### src/rtl/msk_sbox_pkg.sv
// msk_sbox_pkg: shared constants, bundle sizing and FSM states for the sbox layer sequencer.
package msk_sbox_pkg;
    localparam int SB_LATENCY = 3;
    typedef enum logic [1:0] {ST_IDLE, ST_RUN, ST_FIN} sbseq_state_e;
    function automatic int bundle_width(input int d, input int nbits, input int pdsbox);
        return d * nbits / (1 << pdsbox);
    endfunction
endpackage

### src/rtl/sbseq_ctrl.sv
// sbseq_ctrl: sequencing FSM and bundle counter producing step, issue and writeback controls.
module sbseq_ctrl
    import msk_sbox_pkg::*;
#(
    parameter int NB = 1,
    parameter int CW = 2
) (
    input  logic          clk,
    input  logic          rst_n,
    input  logic          start,
    input  logic          inverse,
    input  logic          rnd_ok,
    output logic          step,
    output logic          busy,
    output logic          done,
    output logic          sb_inverse,
    output logic          issue_en,
    output logic [CW-1:0] issue_idx,
    output logic          wb_en,
    output logic [CW-1:0] wb_idx
);
    localparam logic [CW-1:0] C_NB   = CW'(NB);
    localparam logic [CW-1:0] C_LAT  = CW'(SB_LATENCY);
    localparam logic [CW-1:0] C_LAST = CW'(NB + SB_LATENCY - 1);
    sbseq_state_e  r_state;
    logic [CW-1:0] r_c;
    logic          r_busy, r_done, r_inv;
    always_ff @(posedge clk or negedge rst_n) begin
        if (!rst_n) begin
            r_state <= ST_IDLE;
            r_c     <= '0;
            r_busy  <= 1'b0;
            r_done  <= 1'b0;
            r_inv   <= 1'b0;
        end else begin
            r_done <= 1'b0;
            case (r_state)
                ST_IDLE: if (start) begin
                    r_state <= ST_RUN;
                    r_busy  <= 1'b1;
                    r_inv   <= inverse;
                    r_c     <= '0;
                end
                ST_RUN: if (step) begin
                    r_c <= (r_c == C_LAST) ? '0 : r_c + 1'b1;
                    if (r_c == C_LAST) begin
                        r_state <= ST_FIN;
                        r_done  <= 1'b1;
                    end
                end
                ST_FIN: begin
                    r_state <= ST_IDLE;
                    r_busy  <= 1'b0;
                    r_c     <= '0;
                end
                default: r_state <= ST_IDLE;
            endcase
        end
    end
    assign step       = (r_state == ST_RUN) && rnd_ok;
    assign busy       = r_busy;
    assign done       = r_done;
    assign sb_inverse = r_inv;
    assign issue_en   = r_c < C_NB;
    assign issue_idx  = r_c;
    assign wb_en      = step && (r_c >= C_LAT);
    assign wb_idx     = r_c - C_LAT;
endmodule

### src/rtl/msk_sbox_layer_sequencer.sv
// msk_sbox_layer_sequencer: feeds a d-share state through the 3-cycle masked sbox bank bundle by bundle and reassembles the result.
// Define SBSEQ_RND_STALL_EN to hold the sequence while rnd_valid is low.
module msk_sbox_layer_sequencer
    import msk_sbox_pkg::*;
#(
    parameter int d      = 2,
    parameter int PDSBOX = 0,
    parameter int Nbits  = 128,
    localparam int NB = 1 << PDSBOX,
    localparam int BW = bundle_width(d, Nbits, PDSBOX),
    localparam int CW = $clog2(NB + SB_LATENCY)
) (
    input  logic               clk,
    input  logic               rst_n,
    input  logic               start,
    input  logic               inverse,
    input  logic [d*Nbits-1:0] state_in,
    input  logic               rnd_valid,
    output logic               rnd_consume,
    output logic [BW-1:0]      sb_cols,
    output logic               sb_inverse,
    output logic               sb_enable,
    input  logic [BW-1:0]      sb_cols_post,
    output logic [d*Nbits-1:0] state_out,
    output logic               busy,
    output logic               done
);
    logic               w_rnd_ok, w_step, w_issue_en, w_wb_en;
    logic [CW-1:0]      w_issue_idx, w_wb_idx;
    logic [d*Nbits-1:0] r_state_out;
`ifdef SBSEQ_RND_STALL_EN
    assign w_rnd_ok = rnd_valid;
`else
    logic w_unused_rnd;
    assign w_unused_rnd = rnd_valid;
    assign w_rnd_ok     = 1'b1;
`endif
    sbseq_ctrl #(.NB(NB), .CW(CW)) u_ctrl (
        .clk        (clk),
        .rst_n      (rst_n),
        .start      (start),
        .inverse    (inverse),
        .rnd_ok     (w_rnd_ok),
        .step       (w_step),
        .busy       (busy),
        .done       (done),
        .sb_inverse (sb_inverse),
        .issue_en   (w_issue_en),
        .issue_idx  (w_issue_idx),
        .wb_en      (w_wb_en),
        .wb_idx     (w_wb_idx)
    );
    assign sb_enable   = w_step;
    assign rnd_consume = w_step;
    // Past the last bundle the bank is fed all-zero shares while it drains.
    assign sb_cols = w_issue_en ? state_in[int'(w_issue_idx)*BW +: BW] : '0;
    always_ff @(posedge clk or negedge rst_n) begin
        if (!rst_n) r_state_out <= '0;
        else if (w_wb_en) r_state_out[int'(w_wb_idx)*BW +: BW] <= sb_cols_post;
    end
    assign state_out = r_state_out;
endmodule

### config.mk
export PLATFORM = sky130hd
export DESIGN_NAME = msk_sbox_layer_sequencer
export DESIGN_NICKNAME = d
export VERILOG_FILES = /design/src/rtl/msk_sbox_pkg.sv /design/src/rtl/sbseq_ctrl.sv /design/src/rtl/msk_sbox_layer_sequencer.sv
export SDC_FILE = /design/constraint.sdc
export NUM_CORES = 1
export LEC_CHECK = 0
export CAP_MARGIN = 20
export CORE_AREA = 3 3 399 401
export CTS_CLUSTER_DIAMETER = 60
export DETAILED_ROUTE_END_ITERATION = 8
export DIE_AREA = 0 0 402 404
export PLACE_DENSITY = 0.3
export SETUP_SLACK_MARGIN = 0.05
export SLEW_MARGIN = 20
export SYNTH_ARGS = -nofsm -noshare
export SYNTH_HDL_FRONTEND = slang
export SYNTH_SLANG_ARGS = --single-unit
### constraint.sdc
create_clock -name clk -period 2.5 [get_ports clk]
set_input_delay 0.625 -clock clk [delete_from_list [all_inputs] [get_ports clk]]
set_output_delay 0.625 -clock clk [all_outputs]
set_load 0.1 [all_outputs]
Yosys cells after proc, flatten, opt, wreduce, memory -nomap -nowiden
Cells that the tools add are included.
{ "totals": {"in_bits": 517, "word_cells": 39, "output_inout_bits": 517, "reg_bits": 263} }
{ "classes": {"n_shift": 3, "muxes": 12, "n_lt_le_gt_ge": 2, "add_sub_neg": 3, "eq_ne": 5, "reduce_logical": 8} }
{ "op_table": {"columns": ["cell", "count"], "rows": [
  ["256-bit bitwise mux", 1],
  ["256-bit two-way mux", 1],
  ["256-bit by 33-bit variable shift with 256-bit output (first input constant)", 1],
  ["256-bit by 11-bit variable part select with 256-bit output", 1],
  ["256-bit by 33-bit variable part select with 256-bit output", 1],
  ["10-bit negator with 33-bit output", 1],
  ["2-bit two-way mux", 4],
  ["2-bit AND reduction", 4],
  ["2-bit case mux with 3 select lines", 1],
  ["2-bit equality test (second input constant)", 2],
  ["2-bit != test (second input constant)", 2],
  ["2-bit case mux with 2 select lines", 1],
  ["1-bit two-way mux", 3],
  ["3-bit nonzero test", 1],
  ["2-bit by 1-bit adder with 2-bit output (second input constant)", 1],
  ["2-bit by 1-bit equality test with 1-bit output (second input constant)", 1],
  ["2-bit greater-or-equal comparator (second input constant)", 1],
  ["2-bit logical NOT", 1],
  ["2-bit by 1-bit < comparator with 1-bit output (second input constant)", 1],
  ["1-bit case mux with 2 select lines", 1],
  ["2-bit nonzero test", 1],
  ["2-bit subtractor (second input constant)", 1],
  ["1-bit logical AND", 1]
]} }

Depth between registers and ports, before layout
Gate-level depths: netlist of run 1.
{ "depth": {"depth_word": 4, "ltp_mapped": 8} }

Hierarchy
Synthesis of run 1 repeated with hierarchy kept, for this count alone.
{ "unflattened": {"cells_unflattened": 894, "hier_area_um2": 11222.0} }
{ "modules_own_cells": {"columns": ["module", "instances", "seq_area_each_um2", "area_per_inst_um2", "cells_each"], "rows": [
  ["msk_sbox_layer_sequencer", 1, 6406.1, 10879.2, 862],
  ["sbseq_ctrl", 1, 175.2, 342.8, 32]
]} }

Worst setup path before layout of run 1
No wires, ideal clock.
{ "synth_timing": {"kind": "register -> output", "from": "reg u_ctrl.r_state[1]", "to": "out sb_enable", "arrival_ns": 2.390, "stages_incl_launch_ff": 4, "setup_slack_ns": -0.515, "cell_sequence": "dfrtp_1 buf_6 nor2b_1 buf_4"} }
{ "synth_between": {"elab_chain_len": 1} }
{ "synth_rtl": {"columns": ["element", "line_no", "rtl"], "rows": [
  ["start: declaration", "sbseq_ctrl.sv:25", "sbseq_state_e r_state;"],
  ["start signal: assignment", "sbseq_ctrl.sv:30", "r_state <= ST_IDLE;"],
  ["start signal: assignment", "sbseq_ctrl.sv:39", "r_state <= ST_RUN;"],
  ["start signal: assignment", "sbseq_ctrl.sv:47", "r_state <= ST_FIN;"],
  ["2-bit by 1-bit equality test with 1-bit output", "sbseq_ctrl.sv:60", "assign step = (r_state == ST_RUN) && rnd_ok;"],
  ["end: declaration", "msk_sbox_layer_sequencer.sv:22", "output logic sb_enable,"]
]} }
No other way between the ends.

Worst setup path after layout of run 1
{ "layout_timing": {"from": "reg u_ctrl.r_c[0] (netlist: u_ctrl.issue_idx[0])", "to": "out sb_cols[48]"} }
{ "layout_between": {"elab_chain_len": 2, "elab_cells_between_ends": 3, "cone_classes": "1 x order compare; 1 x shift; 1 x mux"} }
{ "layout_rtl": {"columns": ["element", "line_no", "rtl"], "rows": [
  ["start: declaration", "sbseq_ctrl.sv:26", "logic [CW-1:0] r_c;"],
  ["start signal: assignment", "sbseq_ctrl.sv:45", "r_c <= (r_c == C_LAST) ? '0 : r_c + 1'b1;"],
  ["256-bit by 11-bit variable part select with 256-bit output / 2-bit by 1-bit < comparator with 1-bit output (equally long branches)", "msk_sbox_layer_sequencer.sv:56, sbseq_ctrl.sv:64", null],
  ["256-bit two-way mux *", "msk_sbox_layer_sequencer.sv:56", "assign sb_cols = w_issue_en ? state_in[int'(w_issue_idx)*BW +: BW] : '0;"],
  ["end: declaration", "msk_sbox_layer_sequencer.sv:20", "output logic [BW-1:0] sb_cols,"]
]} }
Every way passes the cells marked *; elsewhere a longest branch is shown, timed or not.

==> results of run 1 <==
[state kept, by name, summed over array words and instances, names as in the netlist]
| register | cells |
|---|---|
| u_ctrl.issue_idx | 2 |
| u_ctrl.busy | 1 |
| u_ctrl.sb_inverse | 1 |
| state_out | 256 |
| u_ctrl.r_state | 2 |
| u_ctrl.done | 1 |
[area by class of cell]
type / instances / area, µm² / share of cell area (%)
Tap cell: 2058 / 2570 / 7.87
Timing Repair Buffer: 1107 / 13600 / 41.5
Multi-Input combinational cell: 789 / 8330 / 25.4
Sequential cell: 263 / 6590 / 20.1
Inverter: 4 / 17.5 / 0.0535
Clock inverter: 22 / 253 / 0.772
Antenna cell: 62 / 155 / 0.474
Clock buffer: 58 / 1230 / 3.77
[critical path, cell delays in order, from the launching register on]
cell	delay, ns
dfrtp_4	0.49
inv_4	0.06
ha_4	0.10
nor3b_4	0.20
buf_12	0.15
buf_6	0.10
clkbuf_16	0.16
clkbuf_16	0.16
and2_2	0.16
buf_12	0.18
[stage by stage]
| step | utilization, % | setup WS [ns] | setup TNS, ns | cell area [µm²] | std cells |
|---|---|---|---|---|---|
| 3_5_place_dp | 19.5 | 0.0657 | 0 | 30500 | 4196 |
| 3_3_place_gp | 19.5 | 0.0408 | 0 | 30500 | 4196 |
| 2_1_floorplan | - | -0.118 | -21.30 | 15700 | 1172 |
| 5_1_grt | 20.9 | -0.578 | -135.22 | 32600 | 4319 |
| 6_report | 21.0 | -0.476 | -107.28 | 32700 | 4363 |
| 4_1_cts | 20.5 | -0.549 | -126.50 | 32000 | 4277 |
[placed cells by master (no fill, tap or decap), types with 2 or more instances in the layout]
| cell type | Yosys | routed |
|---|---|---|
| buf_8 | 4 | 3 |
| and2_2 | 0 | 113 |
| clkinvlp_4 | 0 | 6 |
| and2_4 | 0 | 143 |
| buf_16 | 0 | 4 |
| inv_16 | 0 | 2 |
| clkdlybuf4s50_1 | 0 | 514 |
| buf_6 | 3 | 3 |
| dfrtp_1 | 263 | 262 |
| diode_2 | 0 | 62 |
| and2_1 | 258 | 2 |
| mux2_2 | 17 | 17 |
| and3b_1 | 255 | 255 |
| inv_1 | 4 | 3 |
| clkbuf_8 | 0 | 6 |
| buf_4 | 1 | 277 |
| clkbuf_1 | 77 | 7 |
| bufinv_16 | 0 | 3 |
| ha_1 | 3 | 2 |
| inv_6 | 0 | 3 |
| and3_1 | 2 | 2 |
| clkinv_2 | 0 | 5 |
| clkbuf_16 | 0 | 54 |
| mux2_4 | 240 | 240 |
| buf_12 | 22 | 296 |
| clkinv_4 | 0 | 3 |
| nand2b_1 | 2 | 2 |
[per-layer routing]
metal / routed length [µm] / vias to the layer above / global-route usage, % / share of wire, %
met5: 466 / - / 0 / 0.41
met4: 6190 / 66 / 6.86 / 5.4
met3: 11500 / 228 / 6.57 / 10
met2: 63000 / 666 / 25.8 / 55
met1: 33900 / 6852 / 10.9 / 29
li1: - / 6167 / - / -
[repair_timing]
item / in CTS / in global routing
buffers inserted: 0 / 9
hold buffers: 1 / 0
gates cloned: 0 / 15
endpoints found under the setup margin: 256 / 256
resized for setup: 5 / 113
hold endpoints to repair: 21 / 0
pin swaps: 0 / 79
[worst max-delay path by stage]
stage,to,slack (ns),cells after the start
floorplan,sb_cols[105],-0.12,8
global placement,sb_cols[62],0.04,7
detailed placement,sb_cols[62],0.07,7
CTS,sb_cols[67],-0.55,7
global route,sb_cols[181],-0.58,9
finish,sb_cols[48],-0.48,9
[cell families (layout without fill, tap and decap cells)]
family / Yosys count / count (layout) / synth area share, %
other: 0 / 62 / 0
buffers and inverters: 120 / 1191 / 5.83
multiplexers: 258 / 258 / 24.9
AND/OR/NAND/NOR: 524 / 524 / 25.7
flip-flops: 263 / 263 / 43.1
adder cells (fa/ha/maj): 3 / 3 / 0.246
AO/OA/AOI/OAI: 4 / 4 / 0.180
[synth_stat cells, drive strengths merged]
cell	count	area [µm²]
and2	258	1610
a22oi	1	7.51
clkbuf	77	289
and4b	1	10.0
nor2	1	3.75
a311o	1	10.0
or4b	1	10.0
inv	4	15.0
mux2i	1	10.0
nor3b	2	20.0
ha	3	37.5
a21oi	1	5.00
mux2	257	3790
and3	2	12.5
buf	39	587
nor4b	1	8.76
nand2b	2	12.5
dfrtp	263	6580
and3b	255	2230
nor2b	1	6.26
o21ai	1	5.00
==> metrics.yaml, run 1 <==
synthesis:
  ys_ff_latch: 263
  syn_area_um2: 15300
  synth-warning-count: 0
  synth-seq-area-share_pct: 43.1
  syn-num-nets: 1692
  synthCells: 1172
  yosys.cell_types.count: 27
  syn_area_per_cell_um2: 13.0
placement:
  globalplace.congestion: 0.856
  dp_hpwl_um: 94800
  io_buffers: 1032
min_path:
  hold_path_depth: 1
  hold_start: "state_out[207]"
  min_to: "state_out[207]"
  hold_class: "flop to flop"
critical_path:
  r2r_slack_ns: 0.35
  r2r-end: "state_out[100]"
  worstPathArrival_ns: 2.35
  end_kind: "primary output"
  cp_max_fo: 8
  critPathKind: "flop to primary output"
  cp.required_ns: 1.88
  rr_worst_depth: 6
  crit_start: "u_ctrl.issue_idx[0]"
  worstSetupStartpointType: "flop"
  reg2reg_from: "u_ctrl.issue_idx[0]"
sta:
  slew_headroom_pct: 26.5
  fmax_mhz: 336
  hold_slack_ns: 0.510
  worst_slew_pin_slew_ns: 1.10
  finalWorstSetupSlack_ns: -0.476
  hold_viol_final: 0
  finClkSkew_ns: 0.0305
  period_share_pct: 119
  rsz0062_at_grt: "yes"
  finalCriticalPeriod_ns: 2.98
  drv_slew: 0
  setup_viol: 256
grt:
  grt_max_degree: 160
  antenna_found_initial: 110
  grt_pass1_wl_um: 147000
  gr-total-overflow: 0
  grt_usage_pct: 13.3
  grt_pass1_vias: 15200
cells_and_area:
  area_delta_synth_final_pct: 114
  nFillCells: 16900
  layout.nets: 2730
  drive_gt1_share_pct: 52.8
floorplanning:
  fp-row-count: 145
  chipHeight_um: 404
  die_area_um2: 162000
  core-area_um2: 156000
  pin_count: 1034
  die_w_um: 402
  initial_core_util_pct: 9.79
routing:
  drt_first_pass_iters: 4
  wl_um: 115000
  drtAntennaViolNets: 0
  drc: 0
  viasPerCell: 3.20
  wl_per_cell_um: 26.4
  drt_iter0_markers: 687
  vias: 14000
clocking:
  clk_pin_slew_ns: 0.04
  htreeDepth: 2
  clock_latency_ns: 0.59
  clock_sinks: 263
  root_buffer: "clkbuf_16"
  cts_buffers: 45
  cts_tree: "yes"
  cts_max_path_buffers: 3
flow_run:
  cap_violations: 0
run_status:
  status: "complete, but fails checks"
  violations: "setup timing"
Power of run 1 is left out: the tool's default activity adds up to more than one toggle a clock period on the data nets, which glitch-free logic cannot reach.
==> inputs of run 2 (changes only) <==
==> constraint.sdc (replaced) <==
create_clock -name clk -period 2.5 [get_ports clk]
set_input_delay 0.375 -clock clk [delete_from_list [all_inputs] [get_ports clk]]
set_output_delay 0.375 -clock clk [all_outputs]
set_load 0.1 [all_outputs]
==> metrics.yaml, run 2 (synthesis results as in run 1) <==
run_status:
  status: "complete, but fails checks"  # unchanged
  violations: "setup timing"  # unchanged
floorplanning:
  die_w_um: 402  # unchanged
  die_area_um2: 162000  # unchanged
  chipHeight_um: 404  # unchanged
  pin_count: 1034  # unchanged
  fp-row-count: 145  # unchanged
  core-area_um2: 156000  # unchanged
  initial_core_util_pct: 9.79  # unchanged
sta:
  slew_headroom_pct: 39.1  # was 26.5%
  finalCriticalPeriod_ns: 2.73  # was 2.98 ns
  period_share_pct: 109  # was 119%
  worst_slew_pin_slew_ns: 0.914  # was 1.10 ns
  setup_viol: 256  # unchanged
  drv_slew: 0  # unchanged
  rsz0062_at_grt: "yes"  # unchanged
  hold_viol_final: 0  # unchanged
  finClkSkew_ns: 0.0168  # was 0.0305 ns
  finalWorstSetupSlack_ns: -0.231  # was -0.476 ns
  fmax_mhz: 366  # was 336 MHz
routing:
  wl_per_cell_um: 25.5  # was 26.4 µm
  wl_um: 111000  # was 115,000 µm
  drc: 0  # unchanged
  drt_first_pass_iters: 4  # unchanged
  drt_iter0_markers: 556  # was 687
  vias: 13900  # was 14,000
  drtAntennaViolNets: 0  # unchanged
  viasPerCell: 3.20  # about the same
critical_path:
  end_kind: "primary output"  # unchanged
  cp_max_fo: 9  # was 8
  worstPathCellList: "buf_4, nor3b_4, buf_12, buf_12, clkbuf_16, and2_2, buf_12"  # was inv_4, ha_4, nor3b_4, buf_12, buf_6, clkbuf_16, clkbuf_16, and2_2, buf_12
  slowest_delay_ns: 0.49  # about the same
  worstSetupStartpointType: "flop"  # unchanged
  crit_start: "u_ctrl.issue_idx[0]"  # unchanged
  worstPathArrival_ns: 2.36  # was 2.35 ns
  critPathSlowestCell: "dfrtp_4"  # unchanged
  critPathKind: "flop to primary output"  # unchanged
  cpMostUsedCell: "buf_12"
  cp.required_ns: 2.12  # was 1.88 ns
  reg2reg_from: "u_ctrl.issue_idx[0]"  # unchanged
cells_and_area:
  layout.nets: 2722  # was 2,730
  multi_input_area_um2: 8310  # was 8330 µm²
  nFillCells: 16900  # about the same
  most-common-layout-cells: "clkdlybuf4s50_1, buf_4, buf_12, dfrtp_1, and3b_1"  # was clkdlybuf4s50_1, buf_12, buf_4, dfrtp_1, and3b_1
  largest_reg_flops: 256  # unchanged
  seq_area_um2: 6590  # unchanged
  area_delta_synth_final_pct: 113  # was 114%
  final_common_cell: "clkdlybuf4s50_1"  # unchanged
  final_cells: 4334  # was 4,363
  drive_gt1_share_pct: 52.7  # was 52.8%
clocking:
  htreeDepth: 2  # unchanged
  clock_latency_ns: 0.59  # about the same
  root_buffer: "clkbuf_16"  # unchanged
  clk_pin_slew_ns: 0.06  # was 0.04 ns
  cts_buffers: 44  # was 45
  cts_tree: "yes"  # unchanged
  cts_max_path_buffers: 3  # unchanged
  clock_sinks: 263  # unchanged
grt:
  grt_max_degree: 127  # was 160
  grt_pass1_vias: 15200  # about the same
  antenna_found_initial: 93  # was 110
  grt_pass1_wl_um: 145000  # was 147,000 µm
  grt_usage_pct: 13.0  # was 13.3%
  gr-total-overflow: 0  # unchanged
placement:
  dp_hpwl_um: 89400  # was 94,800 µm
  globalplace.congestion: 0.921  # was 0.856
  place_inst: 4192  # was 4,196
  io_buffers: 1032  # unchanged
flow_run:
  cap_violations: 0  # unchanged
min_path:
  hold_class: "primary input to async pin"  # was flop to flop
==> run 2: cell count changes in the layout (fill, tap and decap cells not counted), sizes merged <==
cell	previous run	this run
buf	583	577
bufbuf	0	1
bufinv	3	8
clkbuf	67	61
clkinv	8	12
clkinvlp	6	2
diode	62	39
==> run 2: layout make-up <==
| cell class | instances | area share, % |
|---|---|---|
| inverters | 4 | 0.0538 |
| repair buffers | 1100 | 41.1 |
| clock inverters | 27 | 1.26 |
| multi-input cells | 789 | 25.5 |
| well taps | 2058 | 7.91 |
| clock buffers | 54 | 3.65 |
| diodes | 39 | 0.300 |
| flip-flops and latches | 263 | 20.2 |
==> run 2: path summary, 6_finish.rpt <==
kind / end / slack [ns] / depth (start not counted)
setup / recovery: sb_cols[33] / -0.23 / 7
hold / removal: state_out[104] / 0.32 / 2
setup reg to reg: state_out[108] / 0.25 / 6
hold reg to reg: state_out[77] / 0.51 / 1
max in group asynchronous: state_out[219] / 1.39 / 3
min in group clk: u_ctrl.sb_inverse / 0.45 / 2
==> run 2: worst max-delay path: cells and delay by family, from the launching register on <==
| family | cells | cell delay [ns] |
|---|---|---|
| buffers and inverters | 5 | 0.85 |
| flip-flops | 1 | 0.49 |
| AND/OR/NAND/NOR | 2 | 0.41 |
==> run 2: metrics by stage <==
stage	instance area, µm²	setup TNS [ns]	setup WS, ns	hold WS [ns]	util, %
global placement	30100	0	0.181	0.339	19.3
global route	32500	-83.85	-0.357	0.318	20.8
floorplan	15600	0	0.0519	0.0794	-
CTS	32200	-77.06	-0.329	0.295	20.6
finish	32500	-51.03	-0.231	0.318	20.9
detailed placement	30100	0	0.199	0.344	19.3
==> run 2: layer usage <==
metal	wire (µm)	GRT usage, %
met1	36200	12.6
met5	105	0
met4	4820	4.33
met3	11600	6.25
met2	57900	23.9
==> run 2: timing repair <==
item	4_1_cts	5_1_grt
endpoints found under the setup margin	256	256
resized for setup	110	43
setup buffers	8	0
hold buffers	1	0
pin swaps	17	18
gates cloned	7	8
endpoints found under the hold margin	34	0
Power of run 2 is left out for the same reason.
==> inputs of run 3 (changes only) <==
--- a/constraint.sdc
+++ b/constraint.sdc
@@ -3,2 +3,2 @@
 set_output_delay 0.375 -clock clk [all_outputs]
-set_load 0.1 [all_outputs]
+set_load 0.02 [all_outputs]
==> metrics.yaml, run 3 (synthesis results as in run 1) <==
run_status:
  status: "complete, but fails checks"  # unchanged
  violations: "setup timing"  # unchanged
critical_path:
  worstPathCellList: "inv_4, ha_4, nor3b_4, buf_12, buf_12, clkbuf_16, buf_12, clkbuf_16, buf_4, and2_4, buf_6"  # was buf_4, nor3b_4, buf_12, buf_12, clkbuf_16, and2_2, buf_12
  worstSetupStartpointType: "flop"  # unchanged
  critPathKind: "flop to primary output"  # unchanged
  end_kind: "primary output"  # unchanged
  crit_start: "u_ctrl.issue_idx[0]"  # unchanged
  cp_max_fo: 6  # was 9
  reg2reg_from: "u_ctrl.issue_idx[0]"  # unchanged
  critPathSlowestCell: "dfrtp_4"  # unchanged
  worstPathArrival_ns: 2.44  # was 2.36 ns
  cpMostUsedCell: "buf_12"  # unchanged
  crit_family: "buffers and inverters"  # unchanged
  slowest_delay_ns: 0.49  # about the same
  crit_buf_inv: 8  # was 5
  cp.required_ns: 2.12  # about the same
placement:
  dp_slack_ns: -0.153  # was 0.199 ns
  dp_hpwl_um: 86300  # was 89,400 µm
  place_inst: 4198  # was 4,192
  dpl_cell_area_um2: 28000  # was 30,100 µm²
  io_buffers: 1032  # unchanged
  globalplace.congestion: 0.896  # was 0.921
routing:
  vias: 14200  # was 13,900
  wl_per_cell_um: 24.8  # was 25.5 µm
  drtAntennaViolNets: 0  # unchanged
  drt_first_pass_iters: 4  # unchanged
  viasPerCell: 3.22  # was 3.20
  drc: 0  # unchanged
  wl_um: 110000  # was 111,000 µm
  drt_iter0_markers: 673  # was 556
sta:
  slew_headroom_pct: 42.3  # was 39.1%
  finClkSkew_ns: 0.0323  # was 0.0168 ns
  fmax_mhz: 355  # was 366 MHz
  worst_slew_pin_slew_ns: 0.865  # was 0.914 ns
  finalWorstSetupSlack_ns: -0.315  # was -0.231 ns
  finalCriticalPeriod_ns: 2.81  # was 2.73 ns
  period_share_pct: 113  # was 109%
  hold_viol_final: 0  # unchanged
  setup_viol: 256  # unchanged
  rsz0062_at_grt: "yes"  # unchanged
  drv_slew: 0  # unchanged
clocking:
  cts_buffers: 49  # was 44
  clk_pin_slew_ns: 0.05  # was 0.06 ns
  cts_max_path_buffers: 3  # unchanged
  clock_sinks: 263  # unchanged
  htreeDepth: 2  # unchanged
  root_buffer: "clkbuf_16"  # unchanged
  clock_latency_ns: 0.60  # was 0.59 ns
  cts_tree: "yes"  # unchanged
floorplanning:
  fp-row-count: 145  # unchanged
  chipHeight_um: 404  # unchanged
  initial_core_util_pct: 9.79  # unchanged
  die_w_um: 402  # unchanged
  core-area_um2: 156000  # unchanged
  die_area_um2: 162000  # unchanged
  pin_count: 1034  # unchanged
grt:
  antenna_found_initial: 91  # was 93
  grt_usage_pct: 12.5  # was 13.0%
  grt_pass1_vias: 15200  # about the same
  gr-total-overflow: 0  # unchanged
  grt_pass1_wl_um: 141000  # was 145,000 µm
  grt_max_degree: 134  # was 127
cells_and_area:
  layout.nets: 2788  # was 2,722
  final_area_um2: 31700  # was 32,500 µm²
  most-common-layout-cells: "clkdlybuf4s50_1, dfrtp_1, and3b_1, mux2_4, buf_6"  # was clkdlybuf4s50_1, buf_4, buf_12, dfrtp_1, and3b_1
  drive_gt1_share_pct: 39.7  # was 52.7%
  largest_reg_flops: 256  # unchanged
  final_cells: 4417  # was 4,334
  final_common_cell: "clkdlybuf4s50_1"  # unchanged
  nFillCells: 17100  # was 16,900
  area_delta_synth_final_pct: 107  # was 113%
power_and_ir_drop:
  vdd.ir_drop.worst_uv: 831
  total_power_w: 0.0410
  leakagePower_nw: 14.1
  powerDensity_nw_per_um2: 1290
flow_run:
  cap_violations: 0  # unchanged
min_path:
  hold_class: "primary input to async pin"  # unchanged
==> run 3: layer usage <==
metal / vias up / share of wire (%) / global-route usage, %
li1: 6283 / - / -
met1: 7068 / 35 / 12.6
met2: 678 / 52 / 22.6
met3: 178 / 9.3 / 5.42
met4: 14 / 3.6 / 4.65
met5: - / 0.066 / 0
==> run 3: repair_timing <==
item | CTS | global route
pin swaps | 0 | 97
gates resized for setup | 497 | 908
endpoints found under the hold margin | 39 | 0
hold buffers | 1 | 0
buffers inserted | 3 | 47
cloned | 3 | 23
setup endpoints to repair | 258 | 258
==> run 3: where the power goes <==
part           switching [W]  leakage (nW)  internal [W]
Combinational         0.0122          10.2        0.0142
Sequential           0.00135          3.15       0.00642
Clock                0.00252         0.792       0.00425
Total                 0.0161          14.1        0.0249
==> run 3: final cells by class <==
| class | count | area, µm² | share of cell area [%] |
|---|---|---|---|
| Antenna cell | 57 | 143 | 0.450 |
| Clock buffer | 58 | 1310 | 4.13 |
| Clock inverter | 27 | 310 | 0.979 |
| Inverter | 4 | 17.5 | 0.0553 |
| Multi-Input combinational cell | 789 | 8290 | 26.2 |
| Sequential cell | 263 | 6590 | 20.8 |
| Tap cell | 2058 | 2570 | 8.13 |
| Timing Repair Buffer | 1161 | 12500 | 39.3 |
==> run 3: final timing paths <==
kind / endpoint / slack [ns] / cells after the start
max in group asynchronous: state_out[203] / 1.36 / 3
min: state_out[103] / 0.38 / 2
min reg2reg: state_out[210] / 0.51 / 1
max reg2reg: state_out[126] / 0.26 / 5
max: sb_cols[155] / -0.31 / 11
min in group clk: u_ctrl.sb_inverse / 0.43 / 2
==> run 3: metrics by stage <==
| stage | setup TNS (ns) | hold WS, ns | util [%] |
|---|---|---|---|
| global placement | -13.43 | 0.389 | 17.9 |
| finish | -43.46 | 0.378 | 20.3 |
| floorplan | 0 | 0.0794 | - |
| detailed placement | -11.27 | 0.383 | 17.9 |
| CTS | -86.86 | 0.345 | 19.0 |
| global route | -69.14 | 0.376 | 20.2 |
No activity file was read; power rests on OpenSTA's default activity.
